<file path="src/rtl/chi2_best_select.sv">
// Chi-square sum-of-squares, cut and best-per-road selection with a
// first-word-fall-through output FIFO of track/marker records.
module chi2_best_select #(
  parameter int unsigned N_CHI      = 3,
  parameter int unsigned CHI_W      = 14,
  parameter int unsigned CHI2_W     = 23,
  parameter int unsigned MAP_W      = 5,
  parameter int unsigned FIFO_DEPTH = 16
) (
  input  logic                    CLOCK,
  input  logic                    RESET,
  input  logic                    IN_VALID,
  input  logic [N_CHI*CHI_W-1:0]  CHI,
  input  logic [MAP_W-1:0]        LCMAP,
  input  logic [MAP_W-1:0]        HITMAP,
  input  logic                    EC,
  input  logic                    EV,
  input  logic                    NOCUT,
  input  logic                    NOCOMP,
  input  logic [CHI2_W-1:0]       chi2cut_value,
  output logic                    OUT_VALID,
  input  logic                    OUT_READY,
  output logic [CHI2_W-1:0]       OUT_CHI2,
  output logic [MAP_W-1:0]        OUT_LCMAP,
  output logic [MAP_W-1:0]        OUT_HITMAP,
  output logic                    OUT_EE,
  output logic                    OUT_NOREC,
  output logic                    EMPTY,
  output logic                    FULL,
  output logic                    ALMOST_FULL,
  output logic                    OVERFLOW,
  output logic                    BEST_READY,
  output logic                    BETTER
);

  localparam int unsigned SQ_W  = 2 * CHI_W;
  localparam int unsigned SUM_W = SQ_W + $clog2(N_CHI + 1);
  localparam int unsigned REC_W = CHI2_W + 2 * MAP_W + 2;
  localparam int unsigned PTR_W = $clog2(FIFO_DEPTH);
  localparam int unsigned CNT_W = PTR_W + 1;
  localparam int unsigned PC_W  = $clog2(MAP_W + 1);

  function automatic logic [PC_W-1:0] popcnt(input logic [MAP_W-1:0] m);
    logic [PC_W-1:0] c;
    c = '0;
    for (int i = 0; i < int'(MAP_W); i++) c = c + PC_W'(m[i]);
    return c;
  endfunction

  // S1: squares
  logic signed [SQ_W-1:0] ext [N_CHI];
  logic [SQ_W-1:0]        sq_d [N_CHI];
  logic [SQ_W-1:0]        sq1 [N_CHI];
  logic                   v1, ec1, ev1;
  logic [MAP_W-1:0]       lc1, hm1;

  always_comb begin
    for (int k = 0; k < int'(N_CHI); k++) begin
      ext[k]  = SQ_W'($signed(CHI[k*CHI_W +: CHI_W]));
      sq_d[k] = ext[k] * ext[k];
    end
  end

  always_ff @(posedge CLOCK or negedge RESET) begin
    if (!RESET) begin
      v1  <= 1'b0;
      ec1 <= 1'b0;
      ev1 <= 1'b0;
      lc1 <= '0;
      hm1 <= '0;
      for (int k = 0; k < int'(N_CHI); k++) sq1[k] <= '0;
    end else begin
      v1  <= IN_VALID;
      ec1 <= EC;
      ev1 <= EV;
      lc1 <= LCMAP;
      hm1 <= HITMAP;
      for (int k = 0; k < int'(N_CHI); k++) sq1[k] <= sq_d[k];
    end
  end

  // S2: saturating sum
  logic [SUM_W-1:0]  sum;
  logic [CHI2_W-1:0] chi2_d, chi2_2;
  logic              v2, ec2, ev2;
  logic [MAP_W-1:0]  lc2, hm2;

  always_comb begin
    sum = '0;
    for (int k = 0; k < int'(N_CHI); k++) sum = sum + SUM_W'(sq1[k]);
    chi2_d = (sum > SUM_W'({CHI2_W{1'b1}})) ? {CHI2_W{1'b1}} : sum[CHI2_W-1:0];
  end

  always_ff @(posedge CLOCK or negedge RESET) begin
    if (!RESET) begin
      v2     <= 1'b0;
      ec2    <= 1'b0;
      ev2    <= 1'b0;
      lc2    <= '0;
      hm2    <= '0;
      chi2_2 <= '0;
    end else begin
      v2     <= v1;
      ec2    <= ec1;
      ev2    <= ev1;
      lc2    <= lc1;
      hm2    <= hm1;
      chi2_2 <= chi2_d;
    end
  end

  // S3: cut, best compare, record generation
  logic              best_v, best_v_d;
  logic [CHI2_W-1:0] best_chi2, best_chi2_d;
  logic [MAP_W-1:0]  best_lc, best_lc_d, best_hm, best_hm_d;
  logic              pass, replace, push, better, best_ready;
  logic              eb_v;
  logic [CHI2_W-1:0] eb_chi2;
  logic [MAP_W-1:0]  eb_lc, eb_hm;
  logic [REC_W-1:0]  push_rec, marker;

  assign marker = {{CHI2_W{1'b1}}, {MAP_W{1'b0}}, {MAP_W{1'b0}}, 1'b1, 1'b1};

  always_comb begin
    pass        = v2 && (NOCUT || (chi2_2 <= chi2cut_value));
    replace     = 1'b0;
    push        = 1'b0;
    push_rec    = '0;
    better      = 1'b0;
    best_ready  = 1'b0;
    best_v_d    = best_v;
    best_chi2_d = best_chi2;
    best_lc_d   = best_lc;
    best_hm_d   = best_hm;
    eb_v        = best_v;
    eb_chi2     = best_chi2;
    eb_lc       = best_lc;
    eb_hm       = best_hm;
    if (NOCOMP) begin
      best_v_d = 1'b0;
      if (pass) begin
        push       = 1'b1;
        push_rec   = {chi2_2, lc2, hm2, ev2, 1'b0};
        best_ready = 1'b1;
      end else if (v2 && ev2) begin
        push     = 1'b1;
        push_rec = marker;
      end
    end else begin
      // Strict comparisons keep the earlier candidate on a full tie
      replace = pass && (!best_v || (chi2_2 < best_chi2) ||
                ((chi2_2 == best_chi2) && (popcnt(hm2) > popcnt(best_hm))));
      better  = replace;
      if (replace) begin
        eb_v    = 1'b1;
        eb_chi2 = chi2_2;
        eb_lc   = lc2;
        eb_hm   = hm2;
      end
      if (v2 && (ec2 || ev2)) begin
        best_v_d = 1'b0;
        if (eb_v) begin
          push       = 1'b1;
          push_rec   = {eb_chi2, eb_lc, eb_hm, ev2, 1'b0};
          best_ready = 1'b1;
        end else if (ev2) begin
          push     = 1'b1;
          push_rec = marker;
        end
      end else if (replace) begin
        best_v_d    = 1'b1;
        best_chi2_d = chi2_2;
        best_lc_d   = lc2;
        best_hm_d   = hm2;
      end
    end
  end

  always_ff @(posedge CLOCK or negedge RESET) begin
    if (!RESET) begin
      best_v    <= 1'b0;
      best_chi2 <= '0;
      best_lc   <= '0;
      best_hm   <= '0;
    end else begin
      best_v    <= best_v_d;
      best_chi2 <= best_chi2_d;
      best_lc   <= best_lc_d;
      best_hm   <= best_hm_d;
    end
  end

  assign BETTER     = better;
  assign BEST_READY = best_ready;

  // Output FIFO
  logic [REC_W-1:0] mem [FIFO_DEPTH];
  logic [PTR_W-1:0] wptr, rptr;
  logic [CNT_W-1:0] count;
  logic             pop, push_ok;
  logic [REC_W-1:0] head;

  assign EMPTY       = (count == '0);
  assign OUT_VALID   = !EMPTY;
  assign FULL        = (count == CNT_W'(FIFO_DEPTH));
  assign ALMOST_FULL = (count >= CNT_W'(FIFO_DEPTH - 3));
  assign pop         = OUT_VALID && OUT_READY;
  assign push_ok     = push && (!FULL || pop);

  always_ff @(posedge CLOCK) begin
    if (push_ok) mem[wptr] <= push_rec;
  end

  always_ff @(posedge CLOCK or negedge RESET) begin
    if (!RESET) begin
      wptr     <= '0;
      rptr     <= '0;
      count    <= '0;
      OVERFLOW <= 1'b0;
    end else begin
      if (push_ok) wptr <= wptr + 1'b1;
      if (pop)     rptr <= rptr + 1'b1;
      if (push_ok && !pop)      count <= count + 1'b1;
      else if (!push_ok && pop) count <= count - 1'b1;
      if (push && !push_ok) OVERFLOW <= 1'b1;
    end
  end

  assign head = EMPTY ? '0 : mem[rptr];
  assign {OUT_CHI2, OUT_LCMAP, OUT_HITMAP, OUT_EE, OUT_NOREC} = head;

endmodule

</file>
<file path="config.mk">
export PLATFORM = sky130hd
export DESIGN_NAME = chi2_best_select
export DESIGN_NICKNAME = d
export VERILOG_FILES = /design/src/rtl/chi2_best_select.sv
export SDC_FILE = /design/constraint.sdc
export NUM_CORES = 2
export LEC_CHECK = 0
export CAP_MARGIN = 25
export CORE_MARGIN = 2
export CORE_UTILIZATION = 30
export DETAILED_ROUTE_END_ITERATION = 8
export PLACE_DENSITY_LB_ADDON = 0.08
export SLEW_MARGIN = 15
export SYNTH_ARGS = -nofsm -noshare
export SYNTH_HDL_FRONTEND = slang
export SYNTH_SLANG_ARGS = --single-unit
</file>
<file path="constraint.sdc">
create_clock -name CLOCK -period 17.8 [get_ports CLOCK]
set_input_delay 1.78 -clock CLOCK [delete_from_list [all_inputs] [get_ports CLOCK]]
set_output_delay 1.78 -clock CLOCK [all_outputs]
set_load 0.005 [all_outputs]
</file>
==> impl_metrics.env <==
export IMPL_ant_nets=0
export IMPL_slew_headroom_pct=35.5
export IMPL_grt_pass1_vias=31300
export IMPL_initial_core_util_pct=30.2
export IMPL_ctsHoldBuffers=0
export IMPL_layout_min_cycle_time_ns=8.09
export IMPL_hold_viol_final=0
export IMPL_synth_warnings=0
export IMPL_portBuffers=124
export IMPL_async_flop_share_pct=24.1
export IMPL_reg2reg_depth=13
export IMPL_dr_first_iter_drc_count=1502
export IMPL_syn_area_sq_mm=0.0506
export IMPL_placed_area_sq_mm=0.0546
export IMPL_ys_ff_latch=738
export IMPL_wl_per_cell_um=21.0
export IMPL_crit_type="input port to flop"
export IMPL_io_pins=125
export IMPL_end_kind="flop"
export IMPL_route_detailed_drc=0
export IMPL_vias=28400
export IMPL_finalClockSkew_ns=0.0162
export IMPL_rows=150
export IMPL_h_tree_depth=3
export IMPL_hp_class="flop to flop"
export IMPL_final_cell_mix="inv_1 (777), edfxtp_1 (560), fa_1 (556)"
export IMPL_worstSkewPairLatency_ns=0.66
export IMPL_max_freq_ghz=0.124
export IMPL_fin_nets=4874
export IMPL_num_fill_cells=16500
export IMPL_clkTransAtPathRegs_ns=0.06
export IMPL_grt_antenna_before_repair=6
export IMPL_critPathArrivalTime_ns=8.66
export IMPL_finalCritPeriodShare_pct=45.4
export IMPL_max_cap_viol_count=0
export IMPL_cts_repair_resized=0
export IMPL_finalSetupTns_ns=0
export IMPL_worst_slew_pin_slew_ns=0.967
export IMPL_final_util_pct=34.3
export IMPL_rsz0062_at_grt="false"
export IMPL_layout_commonest_cell="inv_1"
export IMPL_cts_setup_buffers=0
export IMPL_cts_tree="built"
export IMPL_dieHeight_um=415
export IMPL_yosysSeqAreaShare_pct=42.1
export IMPL_synthCells=3804
export IMPL_min_path_cells=0
export IMPL_ys_dominant_reg_cell="edfxtp_1"
export IMPL_clock_sinks=738
export IMPL_cp_required_ns=18.37
export IMPL_cts_max_path_buffers=3
export IMPL_syn2layout_area_growth_pct=13.5
export IMPL_dp_hpwl_mm=92.3
export IMPL_grt_first_pass_wirelength_mm=200
export IMPL_viasPerCell=4.56
export IMPL_stdcell_area_sq_mm=0.0574
export IMPL_path_max_fanout=16
export IMPL_synth_cell_types=67
export IMPL_grtUsageTotal_pct=15.5
export IMPL_drtPass1Iterations=5
export IMPL_start_kind="input port"
export IMPL_grt_max_degree=71
export IMPL_cts_root_buf="clkbuf_16"
export IMPL_outcome="finished, final reports clean"
export IMPL_slew_viol_final=0
export IMPL_die_area_sq_mm=0.172
export IMPL_core_sq_mm=0.167
export IMPL_drive_above_1_share_pct=10.4
export IMPL_numCtsBuffers=86
export IMPL_final_setup_viol_count=0
export IMPL_die_width_um=415
export IMPL_synth_edf_count=560
export IMPL_globalplace_congestion=0.790
export IMPL_grt_ovfl_total=0
export IMPL_avgSynthCellArea_sq_um=13.3
export IMPL_wirelength_mm=131
area by class of cell:
class | count | area [sq um] | share of cell area [%]
multi-input cells | 2183 | 26100 | 45.5
flip-flops and latches | 738 | 21300 | 37.1
inverters | 777 | 2920 | 5.08
well taps | 2204 | 2760 | 4.81
clock buffers | 117 | 2380 | 4.15
repair buffers | 165 | 1570 | 2.74
clock inverters | 37 | 373 | 0.650
diodes | 1 | 2.50 | 0.00436
per-stage QoR:
stage               worst slack [ns]  hold WS, ns  std cells
floorplan                      10.23        0.331       3807
global placement                9.08        0.336       6065
detailed placement              9.02        0.336       6066
CTS                             9.77        0.347       6220
global route                    9.29        0.348       6221
finish                          9.71        0.343       6222
worst paths after layout:
check                                      start                    to  slack (ns)
worst max register to register  hm2[0]$_DFF_PN0_  mem[6][21]$_DFFE_PP_       12.44
worst max-delay path                     CHI[32]     sq1[26]$_DFF_PN0_        9.71
max in group asynchronous                  RESET     sq1[18]$_DFF_PN0_       15.40
worst min register to register  hm1[1]$_DFF_PN0_      hm2[1]$_DFF_PN0_        0.34
worst min-delay path            hm1[1]$_DFF_PN0_      hm2[1]$_DFF_PN0_        0.34
min in group asynchronous                  RESET      lc1[0]$_DFF_PN0_        1.15
per-layer routing:
layer	wire length (um)	GRT usage (%)
met2	68900	28.3
met4	2820	3.96
met3	2500	1.34
met5	0	0
met1	56400	19.7
worst max-delay path, stage by stage:
cell and delay (ns):
clkdlybuf4s50_1 0.76, and2_1 0.38, fa_1 0.54, inv_1 0.05, fa_1 0.47, inv_1 0.05
fa_1 0.50, fa_1 0.46, fa_1 0.51, inv_1 0.05, fa_1 0.47, inv_1 0.04
ha_1 0.33, a21o_1 0.20, a21o_1 0.19, a211oi_1 0.29, a21oi_1 0.17, o41ai_1 0.59
o2111ai_1 0.25, a31o_2 0.27, a21oi_1 0.16, xnor2_1 0.15
cells in the mapped netlist, drive strengths merged, types with 13 or more instances:
master	n	area [sq um]
dfrtp	178	4450
fa	556	11100
clkbuf	88	330
o21ai	51	255
nor3	28	145
and2	151	945
xnor2	112	981
ha	284	3550
o211ai	13	103
nor2b	38	238
edfxtp	560	16800
a211oi	13	97.6
inv	777	2920
nand4	17	106
nand3	37	185
nor2	106	398
a221o	23	230
mux2	36	405
buf	21	85.1
o21a	17	128
mux4	175	3940
a21o	62	465
nand2	189	709
a21oi	90	450
xor2	33	289
flip-flops by register name, summed over array words and instances (netlist names), 23 cells and up:
name and count:
best_chi2 23, chi2_2 23, sq1 81, mem 560
cell families (layout without fill, tap and decap cells):
kind of cell	Yosys count	count (layout)	share of synthesized area, %
mux	216	216	8.70
xor+xnor	145	145	2.51
flops	738	738	42.1
other cells	2	6	0.0149
buf+inv	886	1096	6.59
fa+ha+maj	840	840	29.0
simple gates	637	637	6.47
compound gates	340	340	4.60
Power is not shown: default switching activity piles up to over one toggle a cycle in this logic, so the estimate is an artifact.
